### src/rtl/qspi_arb_pkg.sv
// qspi_arb_pkg: shared FSM states, word geometry, default address width and grant-index width helper for qspi_read_arbiter
package qspi_arb_pkg;
  typedef enum logic [1:0] {IDLE, STREAM, GAP} state_t;
  localparam int BYTES_PER_WORD = 4;
  localparam int DEF_ADDR_W = 24;
  function automatic int idx_w(input int n);
    return n > 1 ? $clog2(n) : 1;
  endfunction
endpackage

### src/rtl/qspi_read_arbiter_rr_arbiter.sv
// rr_arbiter: combinational round-robin pick; req/ptr in, one-hot gnt, binary idx and any out, search starts at ptr
module rr_arbiter #(
  parameter int N = 2,
  parameter int IW = 1
) (
  input  logic [N-1:0]  req,
  input  logic [IW-1:0] ptr,
  output logic [N-1:0]  gnt,
  output logic [IW-1:0] idx,
  output logic          any
);
  always_comb begin
    gnt = '0;
    idx = '0;
    any = 1'b0;
    for (int k = N - 1; k >= 0; k--) begin
      if (req[(int'(ptr) + k) % N]) begin
        gnt = '0;
        gnt[(int'(ptr) + k) % N] = 1'b1;
        idx = IW'((int'(ptr) + k) % N);
        any = 1'b1;
      end
    end
  end
endmodule

### src/rtl/qspi_read_arbiter.sv
// qspi_read_arbiter: round-robin share of the QSPI byte reader among NUM_REQ word readers (req_valid/req_addr in, rsp_valid/rsp_data/busy out, flash_addr/flash_do_read to reader, flash_setup_done/flash_data_ready/flash_data from reader); QSPI_ARB_STREAM_EN enables sequential streaming without a GAP
module qspi_read_arbiter
  import qspi_arb_pkg::*;
#(
  parameter int NUM_REQ = 2,
  parameter int ADDR_W = DEF_ADDR_W
) (
  input  logic                      clk,
  input  logic                      rst,
  input  logic [NUM_REQ-1:0]        req_valid,
  input  logic [NUM_REQ*ADDR_W-1:0] req_addr,
  output logic [NUM_REQ-1:0]        rsp_valid,
  output logic [31:0]               rsp_data,
  output logic                      busy,
  output logic [ADDR_W-1:0]         flash_addr,
  output logic                      flash_do_read,
  input  logic                      flash_setup_done,
  input  logic                      flash_data_ready,
  input  logic [7:0]                flash_data
);
  localparam int IW = idx_w(NUM_REQ);
  state_t state, state_n;
  logic [IW-1:0] grant, rr, nxt_rr, arb_idx, arb_ptr;
  logic [NUM_REQ-1:0] grant_oh, arb_req, arb_gnt;
  logic arb_any, done, cont, take;
  logic [1:0] cnt;
  logic [23:0] word;
  logic [ADDR_W-1:0] arb_addr;
  rr_arbiter #(.N(NUM_REQ), .IW(IW)) u_rr (
    .req(arb_req),
    .ptr(arb_ptr),
    .gnt(arb_gnt),
    .idx(arb_idx),
    .any(arb_any)
  );
  assign arb_addr = req_addr[int'(arb_idx)*ADDR_W +: ADDR_W];
  assign nxt_rr = (grant == IW'(NUM_REQ - 1)) ? '0 : grant + 1'b1;
  assign done = state == STREAM && flash_setup_done && flash_data_ready && cnt == 2'd3;
  assign busy = state != IDLE;
`ifdef QSPI_ARB_STREAM_EN
  logic [ADDR_W-1:0] stream_ptr;
  logic [NUM_REQ-1:0] others;
  assign stream_ptr = flash_addr + ADDR_W'(BYTES_PER_WORD);
  assign others = req_valid & ~grant_oh;
  assign arb_req = state == STREAM ? (|others ? others : req_valid & grant_oh) : req_valid;
  assign arb_ptr = state == STREAM ? nxt_rr : rr;
  assign cont = done && arb_any && arb_addr == stream_ptr;
`else
  assign arb_req = req_valid;
  assign arb_ptr = rr;
  assign cont = 1'b0;
`endif
  always_comb begin
    state_n = state == IDLE   ? (flash_setup_done && arb_any ? STREAM : IDLE)
            : state == STREAM ? (!flash_setup_done || (done && !cont) ? GAP : STREAM)
            : IDLE;
    take = (state == IDLE && state_n == STREAM) || cont;
  end
  always_ff @(posedge clk or posedge rst) begin
    if (rst) begin
      state <= IDLE;
      grant <= '0;
      grant_oh <= '0;
      rr <= '0;
      cnt <= '0;
      word <= '0;
      rsp_valid <= '0;
      rsp_data <= '0;
      flash_addr <= '0;
      flash_do_read <= 1'b0;
    end else begin
      state <= state_n;
      flash_do_read <= state_n == STREAM;
      rsp_valid <= '0;
      if (state == STREAM && flash_setup_done && flash_data_ready) begin
        word <= {flash_data, word[23:8]};
        cnt <= cnt + 2'd1;
      end
      if (done) begin
        rsp_valid <= grant_oh;
        rsp_data <= {flash_data, word};
        rr <= nxt_rr;
      end
      if (take) begin
        grant <= arb_idx;
        grant_oh <= arb_gnt;
        flash_addr <= arb_addr;
        cnt <= '0;
      end
    end
  end
endmodule
### config.mk
export PLATFORM = sky130hd
export DESIGN_NAME = qspi_read_arbiter
export DESIGN_NICKNAME = d
export VERILOG_FILES = /design/src/rtl/qspi_arb_pkg.sv /design/src/rtl/qspi_read_arbiter_rr_arbiter.sv /design/src/rtl/qspi_read_arbiter.sv
export SDC_FILE = /design/constraint.sdc
export NUM_CORES = 1
export LEC_CHECK = 0
export ABC_CLOCK_PERIOD_IN_PS = 3300
export BUFFER_PORTS_ARGS = -buffer_cell sky130_fd_sc_hd__clkbuf_2
export CAP_MARGIN = 25
export CELL_PAD_IN_SITES_DETAIL_PLACEMENT = 2
export CELL_PAD_IN_SITES_GLOBAL_PLACEMENT = 2
export CORE_UTILIZATION = 25
export DETAILED_ROUTE_END_ITERATION = 16
export GPL_TIMING_DRIVEN = 0
export HOLD_SLACK_MARGIN = 0.08
export PLACE_DENSITY = 0.63
export SLEW_MARGIN = 20
export SYNTH_ARGS = -nofsm -noshare
export SYNTH_HDL_FRONTEND = slang
export SYNTH_SLANG_ARGS = --single-unit
### constraint.sdc
create_clock -name clk -period 3.3 [get_ports clk]
set_input_delay 0.165 -clock clk [delete_from_list [all_inputs] [get_ports clk]]
set_output_delay 0.165 -clock clk [all_outputs]
set_load 0.1 [all_outputs]
* Yosys cells after proc, flatten, opt, wreduce, memory -nomap -nowiden
Index checks and enable logic that the tools add are counted.
Word-level totals: register bits after elaboration 91, latch bits 0, memory bits (writable) 0, bits in read-only memories 0, input bits 62, output and inout bits 60, logic and storage cells 58, memories 0
Cells by class: add/subtract/negate cells 3, multipliers 1, div/mod/pow operators 0, $lt $le $gt $ge 4, equal/unequal tests 3, shift operators 1, multiplexer cells 23, bitwise logic cells 1, reduce and logical (&&, ||, !) cells 12
Operators by type and width (number):
- indexed part select 48 x 7 -> 24 bit | 1
- two-way mux 2 bit | 8
- two-way mux 1 bit | 13
- logical AND 1 bit | 7
- equality test 2 x 1 -> 1 bit (second input constant) | 2
- nonzero test 2 bit | 2
- < comparator 2 x 3 -> 1 bit (second input constant) | 1
- multiplier 1 x 2 -> 3 bit (second input constant) | 1
- adder 1 bit (second input constant) | 2
- adder 2 x 1 -> 2 bit (second input constant) | 1
- demux 1 bit (select 1 bit) | 2
- equality test 2 bit (second input constant) | 1
- >= comparator 2 x 1 -> 1 bit (second input constant) | 1
- logical NOT 2 bit | 1
- < comparator 1 x 2 -> 1 bit (second input constant) | 1
- AND 1 bit (first input constant) | 1
- >= comparator 1 bit (second input constant) | 1
- logical NOT 1 bit | 1
- logical OR 1 bit | 1

* Depth between registers and ports, before layout
Gate-level depths: netlist (run 1).
depth after elaboration 13, depth in mapped cells 6, gate-level depth less buffers 3

* Modules after synthesis
A second synthesis (run 1) with hierarchy kept.
Unflattened totals: cell total of the unflattened synthesis 267, area total of the unflattened synthesis 3756.1 µm²
By module, submodules not included:
- qspi_read_arbiter | times used 1, cells each 262, area each 3723.6 µm², seq. area each 2277.2 µm²
- rr_arbiter | times used 1, cells each 5, area each 32.5 µm², seq. area each 0.0 µm²

* Worst setup path before layout (run 1)
No wires, ideal clock.
kind flip-flop to flip-flop, start register state[0], end register rsp_data[0], setup time 0.125 ns, arrival 1.412 ns, setup slack 1.763 ns, stages on the path, launching flop included 7, buffers on the path 3, clock period less this slack 1.537 ns, cell sequence dfrtp_1 -> buf_2 -> and4b_1 -> buf_4 -> nand2_4 -> buf_6 -> mux2_4
On the way: cells in the longest elaborated chain, start to end 4
RTL lines:
- start: declaration | RTL line qspi_read_arbiter.sv:22 | state_t state, state_n;
- start signal: assignment | RTL line qspi_read_arbiter.sv:72 | state <= state_n;
- equality test 2 x 1 -> 1 bit | RTL line qspi_read_arbiter.sv:38 | assign done = state == STREAM && flash_setup_done && flash_data_ready && cnt == 2'd3;
- logical AND 1 bit (3 in a row) | RTL line qspi_read_arbiter.sv:38
- end signal: assignment | RTL line qspi_read_arbiter.sv:81 | rsp_data <= {flash_data, word};
- end: declaration | RTL line qspi_read_arbiter.sv:13 | output logic [31:0] rsp_data,
Every way passes these cells. A chain may end at the register's enable or synchronous reset.

* Worst setup path in the final report (run 1)
start register state[0], end register flash_addr[0]
On the way: cells in the longest elaborated chain, start to end 10
RTL lines:
- equality test 2 x 1 -> 1 bit | RTL line qspi_read_arbiter.sv:38, qspi_read_arbiter.sv:55
- logical AND 1 bit (3 in a row) | RTL line qspi_read_arbiter.sv:38
- logical OR 1 bit | RTL line qspi_read_arbiter.sv:55 | : state == STREAM ? (!flash_setup_done || (done && !cont) ? GAP : STREAM)
- two-way mux 2 bit (2 in a row) | RTL line qspi_read_arbiter.sv:55
- two-way mux 2 bit | RTL line qspi_read_arbiter.sv:54 | state_n = state == IDLE ? (flash_setup_done && arb_any ? STREAM : IDLE)
- equality test 2 x 1 -> 1 bit | RTL line qspi_read_arbiter.sv:57 | take = (state == IDLE && state_n == STREAM) || cont;
- logical AND 1 bit * | RTL line qspi_read_arbiter.sv:57
- end signal: assignment | RTL line qspi_read_arbiter.sv:87 | flash_addr <= arb_addr;
- end: declaration | RTL line qspi_read_arbiter.sv:15 | output logic [ADDR_W-1:0] flash_addr,
Every way passes the cells marked *; elsewhere a longest branch is shown, timed or not.

==> summary.md, run 1 <==
For the finished layout, the period the worst path requires is 1.77 ns. Leaving out fill and tap cells, the most frequent cell in the layout is sky130_fd_sc_hd__clkbuf_2. The cell with the largest stage delay on the worst path was sky130_fd_sc_hd__dfrtp_1.

The path type of the worst min-delay path was in2reg. The tool flagged a number of max-cap violations equal to 0. The synthesized-area fraction occupied by xor and xnor cells was 0.00235; the final worst slack was 1.53 ns. The repair_antennas step left the layout with diodes totalling 0. The fraction of synthesized area in multiplexers came out at 0.126. The core region is 14500 um^2.

For the final routed database, the setup TNS stands at 0 ns. Cell family contributing the most delay on the critical path: simple AND/OR/NAND/NOR gates. The ratio of final minimum period to clock period is 0.536.

Power spread over the standard cell area amounts to 827 nW/um^2. The startpoint-to-endpoint class of the critical path was reg2reg. The clock drives 90 sinks. The cell count after synthesis was 289. The first global-routing pass estimated 17.3 mm of wire. The tools report the first-iteration detailed-routing DRC count as 98. By area, the combinational part of the netlist is dominated by simple AND/OR/NAND/NOR gates. The setup clock skew after layout was 0.00608 ns. After the last flow step, the layout net total stands at 507. From synthesis to final layout, the design area changed by 37.5%. Worst slew margin relative to its limit: 0.622. Instance area at placement: 4590 um^2. The congestion estimate from routability-driven global placement came to 0.713.

The leakage dissipation was 2.67 nW. The number of distinct library cell variants in the gate-level netlist after synthesis came out at 27. In this run the deepest clock path goes through 2 buffers. The buffers plus inverters on the worst setup path is 2. Power comes to 4.23 mW.

The area fraction in compound gates after synthesis was 0.0848; the number of remaining DRC errors was 0. The number of global-route vias before repair came out at 3256. Measured along the y axis, the die boundary spans 124 um. The number of antenna violations at the first check in global routing was 0; the actual slew at the worst max-slew pin was 0.569 ns. The number of levels in the clock H-tree is 3, and the initial cell density of the core is 0.256.

In this design, the stage delay of the slowest critical-path cell is 0.36 ns. In this run the core area contains 44 standard-cell rows. The fraction of layout instances using a drive strength above 1 came out at 0.468. The top cell types in the final layout, fill and taps aside, are sky130_fd_sc_hd__clkbuf_2, sky130_fd_sc_hd__dfrtp_1, sky130_fd_sc_hd__nand2_1. The area fraction in and, or, nand and nor cells after synthesis is 0.146, and the worst ir drop on vdd is 0.000259 V. At the worst endpoint, the required time is 3.54 ns. Setup repair after global routing left no endpoint under its margin.

Clock-pin slew was measured on the worst setup and hold paths at 0.07 ns. Counting the buffers created by CTS gives 9. TritonCTS built the clock tree. The most numerous cell type found on the critical path is sky130_fd_sc_hd__buf_2. For the final hold violation count, the log shows 0. The run gives 10.9 mm as the final wirelength. The logs give 595 for the number of placed instances with taps included and 0.605 for the sequential share of the synthesized area.

The Yosys step of the flow raised 0 warnings. Dividing the detail-routed via count by the number of cells gives 4.52. The count of pins over their slew limit came out at 0.

The share of the core filled with cells in the final layout came out at 0.352. Once detailed placement completed, the half-perimeter wirelength came to 7.52 mm. STA classifies the critical path endpoint as a register. The logs give 0 for the count of nets left with antenna violations after detail routing and 0 for the sum of overflow across all layers after global routing.

The adder-cell share of the synthesized area came out at 0.00336. The combined global-route utilization of all metal layers is 0.152, and the mapped cell area is 3720 um^2. The net count of the mapped netlist is 352, and the length of the first detailed-routing pass in iterations is 4.

The die is 124 um wide. The tools report the worst-case register-to-register setup slack as 1.53 ns. In this run the worst path has a maximum fanout of 10. The clock reaches the later pin of the worst-skew pair after 0.36 ns. The maximum number of pins on one net before global-route repair came out at 66.

The signal on the critical path passes through buf_2 > nor3b_2 > nand3_1 > buf_2 > o221a_2. The final-layout worst hold slack came out at 0.0900 ns. The worst setup path is launched from a register. The tools report the data arrival time at the worst-slack endpoint as 2.01 ns. The finished cells cover 5110 um^2. The logs give 633 for the post-route non-filler standard cell count and 1.55 ns for the worst slack after detailed placement. Summing over every cut layer, the via total after detailed routing is 2863. In the final routed layout, each cell accounts on average for 17.2 um. The tools report the buffer type at the clock tree root as sky130_fd_sc_hd__clkbuf_16. In this run the count of I/O pins placed on the die edge is 122. Setup violations remaining at the end of the flow were counted as 0. The die covers 15400 um^2. The number of port buffers is 121. The average cell area after synthesis was 12.9 um^2. The number of storage elements in the synthesis netlist was 90; the top achievable clock speed was 565 MHz. The run finished with clean final reports.
## Yosys cell counts
cell type	count	share of area
sky130_fd_sc_hd__a21boi_0	1	0.0020
sky130_fd_sc_hd__a21oi_1	2	0.0027
sky130_fd_sc_hd__a41o_1	2	0.0054
sky130_fd_sc_hd__and3_1	1	0.0017
sky130_fd_sc_hd__and4b_1	1	0.0027
sky130_fd_sc_hd__buf_2	4	0.0054
sky130_fd_sc_hd__buf_4	3	0.0061
sky130_fd_sc_hd__buf_6	3	0.0091
sky130_fd_sc_hd__clkbuf_1	8	0.0081
sky130_fd_sc_hd__dfrtp_1	90	0.61
sky130_fd_sc_hd__ha_1	1	0.0034
sky130_fd_sc_hd__inv_1	3	0.0030
sky130_fd_sc_hd__mux2_2	7	0.021
sky130_fd_sc_hd__mux2_4	26	0.10
sky130_fd_sc_hd__nand2_1	78	0.079
sky130_fd_sc_hd__nand2_4	1	0.0030
sky130_fd_sc_hd__nand3_1	1	0.0013
sky130_fd_sc_hd__nand4b_1	1	0.0024
sky130_fd_sc_hd__nand4bb_4	1	0.0074
sky130_fd_sc_hd__nor2_1	2	0.0020
sky130_fd_sc_hd__nor2b_1	1	0.0017
sky130_fd_sc_hd__nor3b_2	1	0.0034
sky130_fd_sc_hd__o21a_1	1	0.0020
sky130_fd_sc_hd__o221a_2	24	0.073
sky130_fd_sc_hd__or2_2	1	0.0017
sky130_fd_sc_hd__or3_1	24	0.040
sky130_fd_sc_hd__xnor2_1	1	0.0024
## worst paths after layout
check	depth (start not counted)	start	endpoint
hold / removal	2	req_addr[2]	flash_addr[2]
min in group asynchronous	3	rst	flash_addr[20]
hold reg to reg	2	word[7]	word[7]
max in group asynchronous	4	rst	flash_do_read
setup reg to reg	5	state[0]	flash_addr[0]
setup / recovery	5	state[0]	flash_addr[0]
## per-layer routing
| layer | vias up | wire length, um | global-route usage |
|---|---|---|---|
| li1 | 1325 | - | - |
| met1 | 1459 | 4800 | 0.187 |
| met2 | 63 | 5480 | 0.253 |
| met3 | 16 | 379 | 0.0334 |
| met4 | 0 | 250 | 0.0707 |
| met5 | - | 0 | 0 |
## area by class of cell
type                            count  area, um^2
Clock inverter                      7        81.3
Clock buffer                        9         225
Multi-Input combinational cell    178        1350
Buffer                             18         106
Timing Repair Buffer              144         853
Fill cell                        1582        9420
Inverter                            3        16.3
Sequential cell                    90        2250
Tap cell                          184         230
## flip-flops by register name, summed over array words and instances (netlist names)
| signal | count |
|---|---|
| rsp_data | 32 |
| rsp_valid | 2 |
| flash_do_read | 1 |
| flash_addr | 24 |
| arb_ptr | 1 |
| cnt | 2 |
| state | 2 |
| grant_oh | 1 |
| grant | 1 |
| word | 24 |
## kinds of logic after synthesis
kind of cell | Yosys count
and+or+nand+nor | 113
DFF | 90
muxes | 33
AOI/OAI and AO/OA | 30
buffers and inverters | 21
xor gates and xnor gates | 1
adders and majority gates | 1
## timing repair
action	in CTS	in global routing
hold endpoints to repair	54	0
resized for setup	0	0
buffers inserted	0	0
hold buffers	22	0
setup endpoints to repair	0	0
## power by group
group | internal [mW] | leakage, nW | total [mW] | switching (mW)
Combinational | 0.355 | 1.37 | 1.58 | 1.23
Clock | 0.603 | 0.153 | 1.09 | 0.490
Sequential | 1.38 | 1.15 | 1.56 | 0.184
Note: power is estimated with default switching activity, not from simulation.
==> run 2: changes to the inputs <==
--- a/config.mk
+++ b/config.mk
@@ -5,7 +5,7 @@
 export SDC_FILE = /design/constraint.sdc
 export NUM_CORES = 1
 export LEC_CHECK = 0
-export ABC_CLOCK_PERIOD_IN_PS = 3300
+export ABC_CLOCK_PERIOD_IN_PS = 1700
 export BUFFER_PORTS_ARGS = -buffer_cell sky130_fd_sc_hd__clkbuf_2
 export CAP_MARGIN = 25
 export CELL_PAD_IN_SITES_DETAIL_PLACEMENT = 2
==> constraint.sdc (replaced) <==
create_clock -name clk -period 1.7 [get_ports clk]
set_input_delay 0.085 -clock clk [delete_from_list [all_inputs] [get_ports clk]]
set_output_delay 0.085 -clock clk [all_outputs]
set_load 0.1 [all_outputs]
==> run 2 against run 1 <==
Compared with the run above:
- critical path depth up 1
- power up 96%
- worst setup slack worse by 1.5 ns
- core utilization up 1.6 points
- first-iteration DRC count down 15%
- wire length up 0.58%
- critical path type unchanged
- largest power group unchanged
==> summary.md, run 2 (same netlist as run 1, synthesis figures left out) <==
The fill cell total of the finished layout was 1558; the detail-routed via count per cell was 4.50. The buffers plus inverters on the worst setup path works out to 3. The first detailed-routing pass ran for 4 iterations. The number of port buffers is 121, and the clock-pin slew of the registers on the worst-case setup and hold paths is 0.07 ns. Startpoint-to-endpoint class of the critical path: reg2reg.

The fraction of layout instances using a drive strength above 1 was 0.468. The largest registers in the layout are rsp_data: 32 flops, flash_addr: 24 flops, word: 24 flops. For the register share of total power, the log shows 0.367. In this run the horizontal extent of the chip is 124 um. Cell family contributing the most delay on the critical path: buffers and inverters. The run finished with clean final reports. The cell with the largest stage delay on the worst path is sky130_fd_sc_hd__dfrtp_1. The tools report the element type at the critical path end as a register.

The final hold violation count was 0. The worst hold path terminates at flash_addr[8]. Counting flops per register, the top entry is rsp_data. The endpoint of the most critical register-to-register path was rsp_data[25]. The worst path required time was 1.93 ns. Prior to clock tree synthesis, the placed netlist has a worst setup slack of -0.0455 ns.

The library cells used most frequently in the layout, excluding fill and tap cells, are sky130_fd_sc_hd__clkbuf_2, sky130_fd_sc_hd__dfrtp_1, sky130_fd_sc_hd__nand2_1. The data arrival time at the worst-slack endpoint is 1.86 ns. The tools report the origin of the critical flop-to-flop path as state[0]. In this run the worst hold path is classified as in2reg. Of all nets on the critical path, the largest fanout is 10. Entering global routing, the biggest net connects 33 pins. The clock net in this run drives a total of 90 sinks. For the pin with the worst max-slew slack, the measured transition is 0.573 ns.

Summed over all nets, the switching power comes to 3.61 mW. The setup check on the worst reg-to-reg path leaves a slack of 0.07 ns. On the worst path, the slowest cell contributes a delay of 0.36 ns. The floorplan row count came out at 44.

The tools report the combined global-route utilization of all metal layers as 0.152. The clock passes through at most 2 buffers. Setup violations remaining at the end of the flow were counted as 0. The setup clock skew after layout was 0.00782 ns; the leakage dissipation was 2.75 nW.

Buffer type at the clock tree root: sky130_fd_sc_hd__clkbuf_16. In this run the number of H-tree levels came out at 3. After layout, the worst setup slack is 0.0724 ns. Max-cap violations in this run came to 0.

The die outline area was 15400 um^2. Internal power consumption: 4.67 mW. The clock share of power came out at 0.256.

Count of pins over their slew limit: 0. Launch instance of the worst min-delay path: req_addr[32]. TritonCTS built the clock tree.

Number of buffers created by CTS: 9. After detailed routing, the number of remaining DRC violations is 0. The worst path needs 1.63 ns of the cycle, external delays included. The region available for standard cell placement spans 14500 um^2. Traced cell by cell, the critical path runs through clkbuf_4 > and4b_1 > buf_6 > nand2_8 > buf_8 > mux2_4.

Detailed routing inserted a total of 2924 vias. The tools report the number of antenna cells inserted as 0. After global routing the overflow that remains totals 0. Count of nets left with antenna violations after detail routing: 0.

For the worst slew margin relative to its limit, the log shows 0.620. The net switching share of the total power came out at 0.436. The tools report the sum of net half-perimeters after detailed placement as 7.61 mm. Summing all non-filler instances in the final layout gives an area of 5350 um^2. The initial cell density of the core was 0.256; the power per cell area was 1550 nW/um^2. For this design the top-level I/O count stands at 122. For this run, the post-layout net count is 524.

Counting instances, the worst hold path has a depth of 3. The register with the most flip-flops in the layout has 32 of them. For the number of global-route vias before repair, the log shows 3199.

For the combinational cell fraction of total power, the log shows 0.377. The type of origin of the critical path was a register. Floorplan die height: 124 um. Most common cell after layout, fill and taps aside: sky130_fd_sc_hd__clkbuf_2.

In the final routed layout, each cell accounts on average for 16.9 um. The worst register-to-register path has a depth of 6. The ratio of final minimum period to clock period works out to 0.957. The number of antenna violations at the first check in global routing is 0, and the synthesis-to-finish area growth is 43.8%. Across the VDD grid, the largest voltage drop is 0.000523 V. Wires add up to 11.0 mm.

After detailed placement, the total cell area comes to 4620 um^2. The first global-routing pass estimated 17.1 mm of wire. For the first-iteration detailed-routing DRC count, the log shows 83.

The top achievable clock speed is 614 MHz. For the worst-skew pair, the clock arrives at the later sink with an insertion delay of 0.35 ns. The tools report the weighted congestion reported at the end of routability-driven placement as 0.691.
[run 2: cell types whose count changed in the layout (fill, tap and decap cells not counted), sizes merged]
cell | before | now
buf | 11 | 15
clkbuf | 138 | 142
clkinvlp | 0 | 2
dlygate4sd3 | 22 | 35
inv | 8 | 2
[run 2: stage by stage]
stage | setup TNS [ns] | utilization | instances | hold slack (ns) | total power, mW
finish | 0 | 0.368 | 650 | 0.0923 | 8.28
global route | -0.0354 | 0.368 | 650 | 0.0975 | 8.65
CTS | 0 | 0.366 | 648 | 0.0806 | 8.37
detailed placement | -0.659 | 0.318 | 597 | 0.0616 | 6.14
global placement | -15.30 | 0.314 | 594 | 0.301 | 6.04
floorplan | 0 | - | 289 | 0.167 | 5.46
[run 2: power groups by stage]
| stage | clock, mW | combinational [mW] | sequential (mW) |
|---|---|---|---|
| floorplan | 0 | 0.769 | 4.69 |
| global placement | 0 | 2.98 | 3.06 |
| detailed placement | 0 | 3.04 | 3.09 |
| CTS | 2.18 | 3.13 | 3.06 |
| global route | 2.26 | 3.28 | 3.12 |
| finish | 2.12 | 3.12 | 3.04 |
[run 2: layout make-up]
| cell class | instances | area (um^2) | share of cell area |
|---|---|---|---|
| Inverter | 3 | 15.0 | 0.00281 |
| Clock inverter | 3 | 46.3 | 0.00865 |
| Multi-Input combinational cell | 178 | 1360 | 0.255 |
| Sequential cell | 90 | 2250 | 0.421 |
| Clock buffer | 13 | 270 | 0.0505 |
| Buffer | 18 | 139 | 0.0260 |
| Tap cell | 184 | 230 | 0.0430 |
| Timing Repair Buffer | 161 | 1030 | 0.193 |
[run 2: metal layers]
metal,part of all wire,vias to the layer above,global-route usage
li1,-,1358,-
met1,0.42,1477,0.181
met2,0.51,67,0.260
met3,0.037,22,0.0325
met4,0.025,0,0.0729
met5,0,-,0
[run 2: worst max path at each step]
stage              from       endpoint  depth (start not counted)
2_1_floorplan  state[0]    rsp_data[0]                          6
3_3_place_gp        rst   rsp_data[30]                          2
3_5_place_dp   state[0]        arb_ptr                          6
4_1_cts        state[0]  flash_addr[0]                          5
5_1_grt        state[0]  flash_addr[5]                          5
6_report       state[0]   rsp_data[25]                          6
[run 2: timing repair]
action / in CTS / in global routing
gates resized for setup: 7 / 14
endpoints found under the hold margin: 104 / 0
setup endpoints to repair: 37 / 61
hold buffers: 35 / 0
setup buffers: 0 / 2
pin swaps: 0 / 2
gates cloned: 0 / 0
[run 2: worst register-to-register path: stages, from the launching register on]
cell                       delay, ns
sky130_fd_sc_hd__dfrtp_1        0.36
sky130_fd_sc_hd__clkbuf_4       0.17
sky130_fd_sc_hd__and4b_1        0.20
sky130_fd_sc_hd__buf_6          0.15
sky130_fd_sc_hd__nand2_8        0.13
sky130_fd_sc_hd__buf_8          0.18
sky130_fd_sc_hd__mux2_4         0.32
